`src/rtl/mem_pkg.sv`:
```
// Shared definitions for the memory responder.
// Contents: word width, default storage depth, FSM state encoding, and the
// address legality check (word alignment plus range against the storage depth).
package mem_pkg;

   localparam int unsigned WORD_W             = 32;
   localparam int unsigned DEFAULT_DEPTH_LOG2 = 6;

   typedef enum logic [1:0] {
      ST_IDLE   = 2'b00,
      ST_ACCESS = 2'b01,
      ST_RESP   = 2'b10
   } state_e;

   // True when addr is word aligned and its word index fits in 2**depth_log2 words.
   function automatic logic addr_ok(input logic [WORD_W-1:0] addr,
                                    input int unsigned depth_log2);
      logic [WORD_W-1:0] w_hi;
      w_hi = addr >> (depth_log2 + 2);
      return (addr[1:0] == 2'b00) && (w_hi == '0);
   endfunction

endpackage

```
`src/rtl/responder_ram.sv`:
```
// Single-port word storage for the memory responder.
// Ports:
//   i_clk   - rising-edge clock
//   i_rst_n - async active-low reset (read register only; storage is not cleared)
//   i_en    - access enable for this edge
//   i_we    - 1 = write i_wd to i_addr, 0 = load o_rd from i_addr
//   i_addr  - word index
//   i_wd    - write data
//   o_rd    - registered read data, changes only on an enabled read
module responder_ram #(
   parameter int unsigned ADDR_W = 6,
   parameter int unsigned DATA_W = 32
) (
   input  logic              i_clk,
   input  logic              i_rst_n,
   input  logic              i_en,
   input  logic              i_we,
   input  logic [ADDR_W-1:0] i_addr,
   input  logic [DATA_W-1:0] i_wd,
   output logic [DATA_W-1:0] o_rd
);

   localparam int unsigned DEPTH = 1 << ADDR_W;

   logic [DATA_W-1:0] r_mem [DEPTH];
   logic [DATA_W-1:0] r_rd;

   always_ff @(posedge i_clk) begin
      if (i_en && i_we) begin
         r_mem[i_addr] <= i_wd;
      end
   end

   always_ff @(posedge i_clk or negedge i_rst_n) begin
      if (!i_rst_n) begin
         r_rd <= '0;
      end else if (i_en && !i_we) begin
         r_rd <= r_mem[i_addr];
      end
   end

   assign o_rd = r_rd;

endmodule

```
`src/rtl/mem_responder.sv`:
```
// Memory-side responder with programmable wait states.
// Accepts one word read/write at a time, stalls WAIT_STATES extra cycles, then
// pulses Ready for one cycle. Misaligned or out-of-range addresses skip storage
// and respond next cycle with Err=1 and RD=0.
// Ports:
//   Clk     - rising-edge clock
//   Reset_n - async active-low reset
//   Req     - request valid, sampled only in IDLE
//   WE      - 1 = write, 0 = read (latched with Req)
//   A       - byte address (latched with Req)
//   WD      - write data (latched with Req)
//   RD      - read data, valid while Ready=1 and Err=0
//   Ready   - one-cycle completion pulse
//   Err     - error qualifier, valid with Ready
//   Busy    - high whenever not IDLE
module mem_responder
   import mem_pkg::*;
#(
   parameter int unsigned DEPTH_LOG2  = DEFAULT_DEPTH_LOG2,
   parameter int unsigned WAIT_STATES = 2
) (
   input  logic              Clk,
   input  logic              Reset_n,
   input  logic              Req,
   input  logic              WE,
   input  logic [WORD_W-1:0] A,
   input  logic [WORD_W-1:0] WD,
   output logic [WORD_W-1:0] RD,
   output logic              Ready,
   output logic              Err,
   output logic              Busy
);

   localparam logic [3:0] WAIT_CNT = 4'(WAIT_STATES);

   state_e                  r_state, w_state_d;
   logic [3:0]              r_cnt, w_cnt_d;
   logic                    r_we;
   logic [DEPTH_LOG2-1:0]   r_idx;
   logic [WORD_W-1:0]       r_wd;
   logic                    r_err, w_err_d;
   // Forces RD to zero after an error until the next read commit replaces it.
   logic                    r_rd_zero, w_rd_zero_d;
   logic                    w_accept;
   logic                    w_commit;
   logic                    w_addr_ok;
   logic [WORD_W-1:0]       w_ram_rd;

   assign w_addr_ok = addr_ok(A, DEPTH_LOG2);

   always_comb begin
      w_state_d   = r_state;
      w_cnt_d     = r_cnt;
      w_err_d     = r_err;
      w_rd_zero_d = r_rd_zero;
      w_accept    = 1'b0;
      w_commit    = 1'b0;
      unique case (r_state)
         ST_IDLE: begin
            if (Req) begin
               w_accept = 1'b1;
               if (w_addr_ok) begin
                  w_state_d = ST_ACCESS;
                  w_cnt_d   = WAIT_CNT;
               end else begin
                  w_state_d   = ST_RESP;
                  w_err_d     = 1'b1;
                  w_rd_zero_d = 1'b1;
               end
            end
         end
         ST_ACCESS: begin
            if (r_cnt != 4'd0) begin
               w_cnt_d = r_cnt - 4'd1;
            end else begin
               w_commit  = 1'b1;
               w_state_d = ST_RESP;
               w_err_d   = 1'b0;
               if (!r_we) begin
                  w_rd_zero_d = 1'b0;
               end
            end
         end
         ST_RESP: begin
            w_state_d = ST_IDLE;
            w_err_d   = 1'b0;
         end
         default: begin
            w_state_d = ST_IDLE;
         end
      endcase
   end

   always_ff @(posedge Clk or negedge Reset_n) begin
      if (!Reset_n) begin
         r_state   <= ST_IDLE;
         r_cnt     <= 4'd0;
         r_err     <= 1'b0;
         r_rd_zero <= 1'b0;
      end else begin
         r_state   <= w_state_d;
         r_cnt     <= w_cnt_d;
         r_err     <= w_err_d;
         r_rd_zero <= w_rd_zero_d;
      end
   end

   // Request fields are captured only on acceptance, so later input changes are ignored.
   always_ff @(posedge Clk or negedge Reset_n) begin
      if (!Reset_n) begin
         r_we  <= 1'b0;
         r_idx <= '0;
         r_wd  <= '0;
      end else if (w_accept) begin
         r_we  <= WE;
         r_idx <= A[DEPTH_LOG2+1:2];
         r_wd  <= WD;
      end
   end

   responder_ram #(
      .ADDR_W (DEPTH_LOG2),
      .DATA_W (WORD_W)
   ) u_ram (
      .i_clk   (Clk),
      .i_rst_n (Reset_n),
      .i_en    (w_commit),
      .i_we    (r_we),
      .i_addr  (r_idx),
      .i_wd    (r_wd),
      .o_rd    (w_ram_rd)
   );

   assign RD    = r_rd_zero ? '0 : w_ram_rd;
   assign Ready = (r_state == ST_RESP);
   assign Err   = r_err;
   assign Busy  = (r_state != ST_IDLE);

endmodule

```
`config.mk`:
```
export PLATFORM = sky130hd
export DESIGN_NAME = mem_responder
export DESIGN_NICKNAME = d
export VERILOG_FILES = /design/src/rtl/mem_pkg.sv /design/src/rtl/responder_ram.sv /design/src/rtl/mem_responder.sv
export SDC_FILE = /design/constraint.sdc
export NUM_CORES = 2
export LEC_CHECK = 0
export ABC_AREA = 0
export CORE_MARGIN = 2
export CORE_UTILIZATION = 56
export CTS_CLUSTER_DIAMETER = 60
export CTS_CLUSTER_SIZE = 28
export DETAILED_ROUTE_END_ITERATION = 12
export PLACE_DENSITY = 0.79
export SLEW_MARGIN = 20
export SYNTH_ARGS = -nofsm -noshare
export SYNTH_HDL_FRONTEND = slang
export SYNTH_SLANG_ARGS = --single-unit
```
`constraint.sdc`:
```
create_clock -name Clk -period 3.6 [get_ports Clk]
set_clock_uncertainty 0.1 [all_clocks]
set_input_delay 0.36 -clock Clk [delete_from_list [all_inputs] [get_ports Clk]]
set_output_delay 0.36 -clock Clk [all_outputs]
set_load 0.02 [all_outputs]
```
==> flow_summary.ini <==
[outcome]
status = finished, violations left
violations = setup timing

[floorplan]
die_area_um2 = 149000
coreArea_um2 = 145000
die_y_um = 386
die_x_um = 386
rows = 140
start_util_pct = 56.3
io_pins = 103

[yosys]
syn-cell-area_um2 = 81900
synthAdderAreaFrac_pct = 0.0764
synthCells = 4302
ys.flop_type = edfxtp_1
ys_types = 69
synth_top_family_by_area = multiplexers
synth_mux_area_share_pct = 10.3
yosysTopAreaCell = edfxtp_1
yosysMostFrequentCell = edfxtp_1
synth_top_area_share_pct = 75.1
async_flop_share_pct = 3.71
synth_compound_area_share_pct = 7.85
ys_top_cells_by_area = edfxtp_1 75%, mux4_2 5.2%, mux2_2 2.8%
synth_edf_count = 2048
syn_area_per_cell_um2 = 19.0
syn_nets = 4375
seq_area_frac_synth_pct = 77.5
synth_warnings = 0
ys_seq_elements = 2127
yosys.area_share.simple_pct = 2.41
synth-xor-area-share_pct = 0
synth_commonest_cells = 2048 x edfxtp_1, 223 x a221oi_1, 202 x mux2_2

[grt]
grt_max_degree = 80
grt_pass1_vias = 47400
grt_pass1_wl_mm = 364
grt_use_total_pct = 35.0
antenna_found_initial = 18
grt_overflow_total = 0

[clock_tree]
cts.sinks = 2127
htree_levels = 4
path_clk_slew_ns = 0.10
cts-buffers-inserted = 133
clk_path_buf_depth = 3
cts_tree = done
cts_root_buffer = clkbuf_16
clk_latency_ns = 0.81

[critical_path]
cp-endpoint = u_ram.o_rd[2]$_DFFE_PN0P_
r2r-start = r_idx[2]$_DFFE_PN0P_
arrival_ns = 4.28
reg2reg_slack_ns = -0.08
critPathLaunch = r_idx[2]$_DFFE_PN0P_
r2r_cells = 7
cp_max_fo = 34
cp.required_ns = 4.20
worst-setup-path-type = flop to flop
end_kind = flop
cp-start-kind = flop
rr_endpoint = u_ram.o_rd[2]$_DFFE_PN0P_

[route]
drt_iter0_markers = 11100
postRouteAntennaNets = 0
vias = 49700
viasPerCell = 7.41
wire_per_inst_um = 39.6
totalWireLength_mm = 265
drc = 0
drt_pass1_iterations = 9

[sta]
tightest_slew_ns = 1.30
finalSetupViolCount = 3
hold_viol = 0
hold_ws_ns = 0.0690
timing.final.ws_setup_ns = -0.0769
relSlewSlack_pct = 13.4
period_share_pct = 102
period_needed_ns = 3.68
fmax_ghz = 0.272
rsz0062_at_grt = false
maxSlewViolCount = 0

[pwr]
p_clk_share_pct = 21.8
p_sw_mw = 29.2
power_leakage_nw = 29.7
irDropWorstVdd_mv = 0.697
powerDensity_nw_per_um2 = 829
power_frac_comb_pct = 33.6
swShare_pct = 37.7
p_total_mw = 77.3
pwr-share-seq_pct = 44.6
internal_power_mw = 48.2

[cells_and_area]
fillCellCount = 9207
multi_input_comb_area_um2 = 17500
ff_latch_area_um2 = 63500
final_cells = 6701
post_route_cells_drive_above_1_share_pct = 24.6
area_growth_pct = 13.9
final_nets = 4744

[job]
cap_violations = 0

[placed_design]
dp_slack_ns = 0.208
io_buffers = 102
dp.cells = 6450
gp_congestion = 0.977
hpwl_mm = 164

[hold_path]
hold_class = primary input to async pin
[cells by family after synthesis]
logic type                 count (synthesis)
DFF                                     2127
AOI/OAI and AO/OA                        865
muxes                                    577
and+or+nand+nor                          425
buffers and inverters                    303
adders and majority gates                  5
[worst min path at each step]
stage                               startpoint                          to  cells after the start
finish                                 Reset_n        r_wd[23]$_DFFE_PN0P_                      2
global route                             WD[7]         r_wd[7]$_DFFE_PN0P_                      2
CTS                                     WD[19]        r_wd[19]$_DFFE_PN0P_                      2
detailed placement  u_ram.o_rd[23]$_DFFE_PN0P_  u_ram.o_rd[23]$_DFFE_PN0P_                      1
global placement    u_ram.o_rd[19]$_DFFE_PN0P_  u_ram.o_rd[19]$_DFFE_PN0P_                      1
floorplan                              Reset_n             Err$_DFFE_PN0P_                      0
[cell usage in the layout, fill, tap and decap left out, drive strengths merged, types with 29 or more instances in the layout]
cell type      Yosys  routed
a21oi            116     116
a221o             35      35
a221oi           223     223
a22oi            143     143
buf              182     425
clkbuf           111     147
clkdlybuf4s50      0     101
clkinv             0      29
dfrtp             79      79
edfxtp          2048    2048
inv               10      53
mux2             214     214
mux2i            174     174
mux4             189     189
nand2             85      85
nor2             198     198
nor2b             38      38
o21ai             85      85
o22ai             89      89
[final cells by class]
type / instances / share of cell area [%]
inverters: 10 / 0.0470
repair buffers: 527 / 5.59
flip-flops and latches: 2127 / 68.1
multi-input cells: 1872 / 18.7
clock inverters: 93 / 1.19
clock buffers: 147 / 3.74
well taps: 1917 / 2.57
diodes: 8 / 0.0215
[flip-flops by register name, summed over array words and instances, names as in the netlist]
signal / flops
r_cnt: 4
Err: 1
u_ram.r_mem: 2048
r_state: 2
r_idx: 6
r_we: 1
u_ram.o_rd: 32
r_wd: 32
r_rd_zero: 1
[power groups by stage]
| stage | clock network (mW) | registers (mW) | logic (mW) |
|---|---|---|---|
| 5_1_grt | 17.6 | 34.4 | 26.1 |
| 6_report | 16.8 | 34.5 | 26.0 |
| 3_5_place_dp | 0 | 34.9 | 24.3 |
| 2_1_floorplan | 0 | 33.7 | 12.8 |
| 4_1_cts | 16.8 | 34.4 | 24.5 |
| 3_3_place_gp | 0 | 34.8 | 23.8 |
[worst max-delay path, cell delays in order (launching register included)]
cell and delay (ns):
dfrtp_4 0.68, buf_12 0.31, buf_4 0.40, mux2i_1 0.32, o2bb2ai_1 0.11, o21ai_0 0.96
nand4_1 0.21, o32a_1 0.41
[per-layer routing]
| metal | GRT usage [%] | part of all wire [%] |
|---|---|---|
| met4 | 21.6 | 7.8 |
| met1 | 44.7 | 31 |
| met5 | 0 | 0.046 |
| met2 | 49.9 | 43 |
| met3 | 14.6 | 18 |
[per-stage QoR]
stage	setup TNS (ns)	cell area, µm²	utilization, %
floorplan	0	81900	-
global placement	0	88600	60.9
detailed placement	0	88600	60.9
CTS	0	93200	64.1
global route	0	93300	64.1
finish	-0.0983	93300	64.2
[repair_timing]
| item | in CTS | in global routing |
|---|---|---|
| gates resized for setup | 0 | 1 |
| setup endpoints to repair | 0 | 1 |
| hold buffers | 1 | 0 |
| buffers inserted | 0 | 0 |
| hold endpoints to repair | 59 | 0 |
(Power assumes the default switching activity.)
